[src/rtl/mips_multicycle_ctrl.sv]
// Multicycle MIPS control unit: Moore FSM sequencing PC/IR/regfile/ALU/memory,
// with memory-ready stall timeout, sticky fault code and retired-instruction count.
module mips_multicycle_ctrl #(
  parameter int unsigned MAX_WAIT = 15,
  parameter int unsigned CNT_W    = 32
) (
  input  logic             clk,
  input  logic             reset,
  input  logic [5:0]       opcode,
  input  logic             mem_ready,
  output logic             pc_write,
  output logic             branch,
  output logic             i_or_d,
  output logic             mem_read,
  output logic             mem_write,
  output logic             ir_write,
  output logic             mem_to_reg,
  output logic             reg_dst,
  output logic             reg_write,
  output logic             alu_src_a,
  output logic [1:0]       alu_src_b,
  output logic [1:0]       alu_op,
  output logic [1:0]       pc_src,
  output logic [3:0]       state,
  output logic [1:0]       fault,
  output logic [CNT_W-1:0] instr_count
);

  localparam int unsigned WAIT_W = 8;

  localparam logic [5:0] OP_RTYPE = 6'b000000;
  localparam logic [5:0] OP_J     = 6'b000010;
  localparam logic [5:0] OP_BEQ   = 6'b000100;
  localparam logic [5:0] OP_ADDI  = 6'b001000;
  localparam logic [5:0] OP_LW    = 6'b100011;
  localparam logic [5:0] OP_SW    = 6'b101011;

  localparam logic [1:0] FAULT_NONE    = 2'b00;
  localparam logic [1:0] FAULT_ILLEGAL = 2'b01;
  localparam logic [1:0] FAULT_TIMEOUT = 2'b10;

  typedef enum logic [3:0] {
    S_FETCH  = 4'd0,
    S_DECODE = 4'd1,
    S_MEMADR = 4'd2,
    S_MEMRD  = 4'd3,
    S_MEMWB  = 4'd4,
    S_MEMWR  = 4'd5,
    S_RTEX   = 4'd6,
    S_RTWB   = 4'd7,
    S_BEQEX  = 4'd8,
    S_ADDIEX = 4'd9,
    S_ADDIWB = 4'd10,
    S_JEX    = 4'd11,
    S_HALT   = 4'd15
  } state_e;

  state_e             state_q, state_d;
  logic [WAIT_W-1:0]  wait_q, wait_d;
  logic [1:0]         fault_q, fault_d;
  logic [CNT_W-1:0]   cnt_q, cnt_d;

  // State, wait counter, fault and retire counter registers
  always_ff @(posedge clk or posedge reset) begin
    if (reset) begin
      state_q <= S_FETCH;
      wait_q  <= '0;
      fault_q <= FAULT_NONE;
      cnt_q   <= '0;
    end else begin
      state_q <= state_d;
      wait_q  <= wait_d;
      fault_q <= fault_d;
      cnt_q   <= cnt_d;
    end
  end

  // Next state, stall timeout, fault capture and retire counting
  always_comb begin
    logic stall;
    logic retire;
    state_d = state_q;
    wait_d  = wait_q;
    fault_d = fault_q;
    cnt_d   = cnt_q;
    stall   = 1'b0;
    retire  = 1'b0;

    case (state_q)
      S_FETCH: begin
        if (mem_ready) state_d = S_DECODE;
        else           stall   = 1'b1;
      end
      S_DECODE: begin
        case (opcode)
          OP_LW, OP_SW: state_d = S_MEMADR;
          OP_RTYPE:     state_d = S_RTEX;
          OP_BEQ:       state_d = S_BEQEX;
          OP_ADDI:      state_d = S_ADDIEX;
          OP_J:         state_d = S_JEX;
          default: begin
            state_d = S_HALT;
            fault_d = FAULT_ILLEGAL;
          end
        endcase
      end
      S_MEMADR: state_d = (opcode == OP_SW) ? S_MEMWR : S_MEMRD;
      S_MEMRD: begin
        if (mem_ready) state_d = S_MEMWB;
        else           stall   = 1'b1;
      end
      S_MEMWB: begin
        state_d = S_FETCH;
        retire  = 1'b1;
      end
      S_MEMWR: begin
        if (mem_ready) begin
          state_d = S_FETCH;
          retire  = 1'b1;
        end else begin
          stall = 1'b1;
        end
      end
      S_RTEX:   state_d = S_RTWB;
      S_RTWB: begin
        state_d = S_FETCH;
        retire  = 1'b1;
      end
      S_BEQEX: begin
        state_d = S_FETCH;
        retire  = 1'b1;
      end
      S_ADDIEX: state_d = S_ADDIWB;
      S_ADDIWB: begin
        state_d = S_FETCH;
        retire  = 1'b1;
      end
      S_JEX: begin
        state_d = S_FETCH;
        retire  = 1'b1;
      end
      S_HALT:   state_d = S_HALT;
      default:  state_d = S_FETCH;
    endcase

    // A not-ready cycle after MAX_WAIT counted stalls is a timeout
    if (stall) begin
      if (wait_q == WAIT_W'(MAX_WAIT)) begin
        state_d = S_HALT;
        fault_d = FAULT_TIMEOUT;
      end else begin
        wait_d = wait_q + WAIT_W'(1);
      end
    end

    // Counter starts fresh in whichever state comes next
    if (state_d != state_q) wait_d = '0;

    if (retire) cnt_d = cnt_q + CNT_W'(1);
  end

  // Moore control decode; request/write enables held low during reset
  always_comb begin
    pc_write   = 1'b0;
    branch     = 1'b0;
    i_or_d     = 1'b0;
    mem_read   = 1'b0;
    mem_write  = 1'b0;
    ir_write   = 1'b0;
    mem_to_reg = 1'b0;
    reg_dst    = 1'b0;
    reg_write  = 1'b0;
    alu_src_a  = 1'b0;
    alu_src_b  = 2'b00;
    alu_op     = 2'b00;
    pc_src     = 2'b00;

    case (state_q)
      S_FETCH: begin
        mem_read  = 1'b1;
        alu_src_b = 2'b01;
        ir_write  = mem_ready;
        pc_write  = mem_ready;
      end
      S_DECODE: alu_src_b = 2'b11;
      S_MEMADR: begin
        alu_src_a = 1'b1;
        alu_src_b = 2'b10;
      end
      S_MEMRD: begin
        i_or_d   = 1'b1;
        mem_read = 1'b1;
      end
      S_MEMWB: begin
        mem_to_reg = 1'b1;
        reg_write  = 1'b1;
      end
      S_MEMWR: begin
        i_or_d    = 1'b1;
        mem_write = 1'b1;
      end
      S_RTEX: begin
        alu_src_a = 1'b1;
        alu_op    = 2'b10;
      end
      S_RTWB: begin
        reg_dst   = 1'b1;
        reg_write = 1'b1;
      end
      S_BEQEX: begin
        alu_src_a = 1'b1;
        alu_op    = 2'b01;
        pc_src    = 2'b01;
        branch    = 1'b1;
      end
      S_ADDIEX: begin
        alu_src_a = 1'b1;
        alu_src_b = 2'b10;
      end
      S_ADDIWB: reg_write = 1'b1;
      S_JEX: begin
        pc_src   = 2'b10;
        pc_write = 1'b1;
      end
      default: ;
    endcase

    if (reset) begin
      pc_write  = 1'b0;
      branch    = 1'b0;
      mem_read  = 1'b0;
      mem_write = 1'b0;
      ir_write  = 1'b0;
      reg_write = 1'b0;
    end
  end

  assign state       = state_q;
  assign fault       = fault_q;
  assign instr_count = cnt_q;

endmodule

[config.mk]
export PLATFORM = sky130hd
export DESIGN_NAME = mips_multicycle_ctrl
export DESIGN_NICKNAME = d
export VERILOG_FILES = /design/src/rtl/mips_multicycle_ctrl.sv
export SDC_FILE = /design/constraint.sdc
export NUM_CORES = 1
export LEC_CHECK = 0
export ABC_AREA = 0
export CELL_PAD_IN_SITES_DETAIL_PLACEMENT = 0
export CELL_PAD_IN_SITES_GLOBAL_PLACEMENT = 1
export CORE_ASPECT_RATIO = 2
export CORE_MARGIN = 2
export CORE_UTILIZATION = 38
export CTS_CLUSTER_DIAMETER = 100
export CTS_CLUSTER_SIZE = 25
export DETAILED_ROUTE_END_ITERATION = 8
export PLACE_DENSITY = 0.82
export SETUP_SLACK_MARGIN = 0.1
export SKIP_LAST_GASP = 1
export SLEW_MARGIN = 10
export SYNTH_ARGS = -nofsm -noshare
export SYNTH_HDL_FRONTEND = slang
export SYNTH_SLANG_ARGS = --single-unit
[constraint.sdc]
create_clock -name clk -period 2.4 [get_ports clk]
set_clock_uncertainty 0.05 [all_clocks]
set_input_delay 0.24 -clock clk [delete_from_list [all_inputs] [get_ports clk]]
set_output_delay 0.24 -clock clk [all_outputs]
set_load 0.02 [all_outputs]
# [Word level (Yosys, flattened, before mapping)]
# Index checks and enable logic that the tools add are counted.
# Widths: inputs -> output; s select.
[word_totals] out_inout_bits=54 in_bits=9 regBits=46 wordCells=77
[op_classes] n_eq_ne=20 muxes=38 addsub=2 n_reduce_logical=13
[op_table] op="$add 32x1->32 const B" n=1
[op_table] op="$pmux 4 s8" n=1
[op_table] op="$mux 8" n=3
[op_table] op="$eq 4x4->1 const B" n=5
[op_table] op="$mux 4" n=5
[op_table] op="$pmux 4 s5" n=1
[op_table] op="$mux 1" n=18
[op_table] op="$eq 4x3->1 const B" n=4
[op_table] op="$eq 6x6->1 const B" n=2
[op_table] op="$add 8x1->8 const B" n=1
[op_table] op="$eq 4x2->1 const B" n=2
[op_table] op="$eq 8x4->1 const B" n=1
[op_table] op="$mux 2" n=4
[op_table] op="$pmux 2 s2" n=2
[op_table] op="$reduce_or 2->1" n=4
[op_table] op="$eq 6x2->1 const B" n=1
[op_table] op="$eq 6x3->1 const B" n=1
[op_table] op="$eq 6x4->1 const B" n=1
[op_table] op="$logic_not 6->1" n=1
[op_table] op="$pmux 2 s3" n=1
[op_table] op="$reduce_or 3->1" n=2
[op_table] op="$reduce_or 6->1" n=1
[op_table] op="$reduce_or 5->1" n=1
[op_table] op="$eq 4x1->1 const B" n=1
[op_table] op="other kinds (8)" n=9

# [Longest topological paths before layout]
[depth] depth_word=9 mapped_depth=8 mapped_depth_nobuf=7

# [Least setup slack after synthesis]
# No wires, ideal clock.
[synth_timing] path_type="register to output" startpoint="reg state_q[3] (netlist: state[3])" endpoint="out pc_src[0]" stages_incl_launch_ff=6 path_buffers=3 setup_slack_ps=255 t_required_ps=2110 arrival_time_ps=1855 path_cell_list="dfrtp_1 -> buf_2 -> buf_1 -> nand2b_1 -> nor3_1 -> buf_4"
[synth_between] elab_chain_len=2 elab_cells_between_ends=3 classes_between="eq/ne (2); mux (1)"
[synth_lines] element="start: declaration" line_no="58" rtl="state_e state_q, state_d;"
[synth_lines] element="start signal: assignment" line_no="71" rtl="state_q <= state_d;"
[synth_lines] element="$eq 4x4->1" line_no="178" rtl="case (state_q)"
[synth_lines] element="$pmux 2 s2 *" line_no="178"
[synth_lines] element="end: declaration" line_no="23" rtl="output logic [1:0] pc_src,"
# Every way passes the cells marked *; elsewhere a longest branch is shown, timed or not.

# [Worst setup path in the final report]
[layout_timing] startpoint="reg state_q[2] (netlist: state[2])" endpoint="out branch"
[layout_between] elab_chain_len=3
[layout_lines] element="$eq 4x4->1" line_no="178"
[layout_lines] element="$mux 1" line_no="178"
[layout_lines] element="$mux 1" line_no="228" rtl="if (reset) begin"
[layout_lines] element="end: declaration" line_no="12" rtl="output logic branch,"
# Every way passes these cells.

==> results.json <==
{
  "arrival_ns": 1.94,
  "clock_sinks": 46,
  "place.gp.congestion": 0.831,
  "synth-seq-cells": 46,
  "hold_violations": 0,
  "final_design_area_no_fill_um2": 3620,
  "switching_share_pct": 39.7,
  "tritoncts": "yes",
  "fill_cells": 654,
  "cp.required_ns": 2.11,
  "clkSlewWorstSetupHoldPaths_ns": 0.06,
  "hold-path-cell-count": 2,
  "yosysUniqueCellTypes": 55,
  "seqPwrFrac_pct": 32.3,
  "fin_crit_sh_pct": 92.7,
  "layout_commonest_cell": "clkdlybuf4s50_1",
  "start_util_pct": 38.7,
  "multi_input_area_um2": 1440,
  "viasPerCell": 5.11,
  "fmax_mhz": 449,
  "synthCells": 276,
  "drc": 0,
  "hold_path.class": "reg -> reg",
  "grt_usage_pct": 16.5,
  "relSlewSlack_pct": 60.9,
  "area.sequential_um2": 1160,
  "p_leak_nw": 1.56,
  "whs_endpoint": "fault[1]",
  "r2r_end": "wait_q[7]",
  "io_buffer_count": 62,
  "insertion_delay_ns": 0.29,
  "die_area_um2": 7690,
  "dp.cells": 433,
  "clk_path_buf_depth": 2,
  "hp-start": "fault[1]",
  "clock_power_share_pct": 20.4,
  "die_y_um": 122,
  "cp_slowest_stage_delay_ns": 0.60,
  "grt.overflow.total": 0,
  "p_comb_share_pct": 47.3,
  "peakVddDrop_mv": 0.666,
  "cap_violations": 0,
  "r2r_cells": 6,
  "netlist_area_um2": 2650,
  "yosys_warnings": 0,
  "drive_gt1_share_pct": 13.7,
  "switchingPower_mw": 1.30,
  "final_cell_mix": "53 x clkdlybuf4s50_1, 42 x dfrtp_1, 32 x xnor2_1",
  "period_needed_ns": 2.23,
  "ff2ff_setup_slack_ns": 0.23,
  "yosysSeqAreaShare_pct": 43.5,
  "finalMaxSlewViolations": 0,
  "critical_path_class": "reg -> out",
  "startpoint_type": "flip-flop",
  "cts_setup_buffers": 0,
  "outcome": "finished clean",
  "stdcell_count": 441,
  "fp-row-count": 43,
  "rsz0062_at_grt": "false",
  "path_cells": "buf_4 > nor2b_1 > and3_1 > clkdlybuf4s50_1",
  "crit_family": "buffers and inverters",
  "syn_to_final_growth_pct": 36.7,
  "critPathMaxFanout": 12,
  "finalSetupViolCount": 0,
  "antennaDiodeCount": 0,
  "fp.dieW_um": 63.0,
  "antenna_left": 0,
  "tightest_slew_ns": 0.586,
  "routed_wl_um": 6110,
  "grt_pass1_wl_um": 10300,
  "r2r-start": "state[3]",
  "io_pins": 63,
  "synth.avg_cell_area_um2": 9.59,
  "wl_per_cell_um": 13.9,
  "synth_ff_type": "dfrtp_1",
  "p_per_area_nw_per_um2": 908,
  "ys_async_sr_fraction_pct": 100,
  "cts_made_buffers": 5,
  "grt_start_max_net_pins": 47,
  "path_buf_inv": 2,
  "dpl_cell_area_um2": 3450,
  "synth-edff-count": 0,
  "dr.first_iter.drc_count": 106,
  "syn_nets": 287,
  "drt-pass1-iter-count": 4,
  "antenna_found_initial": 0,
  "nets": 361,
  "dp_hpwl_um": 4490,
  "p_int_mw": 1.98,
  "grt_pass1_vias": 2239,
  "vias": 2252,
  "cts_max_level": 2,
  "cp-end-kind": "primary output",
  "core-area_um2": 6830,
  "cts-root-buf": "clkbuf_16",
  "crit_path_top_delay_cell": "clkdlybuf4s50_1"
}
[metal layers]
metal  GRT usage (%)  vias to the layer above  wire (um)
met5               0                        -          0
met4            4.17                        0         55
met3            2.86                        4        217
met2            27.7                       49       3090
met1            21.9                     1088       2750
li1                -                     1111          -
[state kept, by name, indices dropped and copies added, names as in the netlist]
name	cells
state	4
wait_q	8
instr_count	32
fault	2
[worst min-delay path, stage by stage, from the launching register on]
cell and delay (ns):
dfrtp_1 0.34, nand2_1 0.05, nand2_1 0.06
[power by group through the flow]
stage | Sequential [mW] | Combinational (mW) | Clock, mW
final | 1.06 | 1.55 | 0.670
after global routing | 1.08 | 1.68 | 0.709
after CTS | 1.05 | 1.54 | 0.686
after detailed placement | 1.06 | 1.55 | 0
after global placement | 1.06 | 1.53 | 0
after floorplan | 1.07 | 0.941 | 0
[cells by family after synthesis]
kind of cell	share of synthesized area (%)
AND/OR/NAND/NOR	29.3
flip-flops	43.5
XOR/XNOR	13.2
AO/OA/AOI/OAI	8.75
buffers and inverters	3.07
multiplexers	1.23
adder cells (fa/ha/maj)	0.945
[final cells by class]
| cell class | instances | share of cell area, % |
|---|---|---|
| clock inverters | 2 | 0.380 |
| inverters | 8 | 0.830 |
| clock buffers | 6 | 3.56 |
| well taps | 90 | 3.11 |
| multi-input cells | 211 | 39.7 |
| flip-flops and latches | 46 | 32.0 |
| repair buffers | 78 | 20.5 |
[Yosys cell counts, types with 2 or more instances]
library cell / n / area (um^2)
nor2b_1: 4 / 25.0
nand3_2: 2 / 20.0
or3_1: 4 / 25.0
dfrtp_1: 46 / 1150
nor4_4: 2 / 42.5
o2bb2ai_1: 2 / 17.5
xor2_1: 8 / 70.1
buf_1: 2 / 7.51
and3_1: 8 / 50.1
nand3_1: 17 / 85.1
nor4_1: 2 / 12.5
o21bai_1: 2 / 15.0
nor3_1: 12 / 60.1
nand4_1: 7 / 43.8
a21boi_0: 3 / 22.5
nand2_1: 27 / 101
mux2_2: 2 / 22.5
buf_2: 5 / 25.0
nor2_1: 27 / 101
and2_1: 3 / 18.8
nand2b_1: 7 / 43.8
or4_4: 2 / 22.5
clkbuf_1: 3 / 11.3
a21oi_1: 3 / 15.0
o21ai_0: 6 / 30.0
nor4b_2: 2 / 30.0
inv_1: 8 / 30.0
xnor2_1: 32 / 280
ha_1: 2 / 25.0
[worst max-delay path by stage]
stage / from / end / slack (ns) / cells after the start
2_1_floorplan: state[3] / pc_src[0] / 0.26 / 5
3_3_place_gp: mem_ready / wait_q[7] / 0.01 / 7
3_5_place_dp: mem_ready / wait_q[5] / -0.08 / 7
4_1_cts: state[2] / i_or_d / 0.07 / 3
5_1_grt: mem_ready / wait_q[6] / 0.09 / 7
6_report: state[2] / branch / 0.17 / 4
[what timing repair did]
item                                    CTS  global route
resized for setup                         8            12
hold endpoints to repair                  0             0
pin swaps                                 0             2
endpoints found under the setup margin   18            19
hold buffers                              0             0
[metrics by stage]
stage	hold slack (ns)	worst slack (ns)	setup TNS [ns]	util [%]	total power [mW]
CTS	0.440	0.0656	0	52.5	3.28
detailed placement	0.419	-0.0794	-0.617	50.5	2.61
global route	0.457	0.0917	0	52.9	3.48
global placement	0.419	0.0148	0	50.5	2.59
floorplan	0.414	0.255	0	-	2.01
finish	0.432	0.174	0	52.9	3.28
Power figures use the tool's default switching activity.
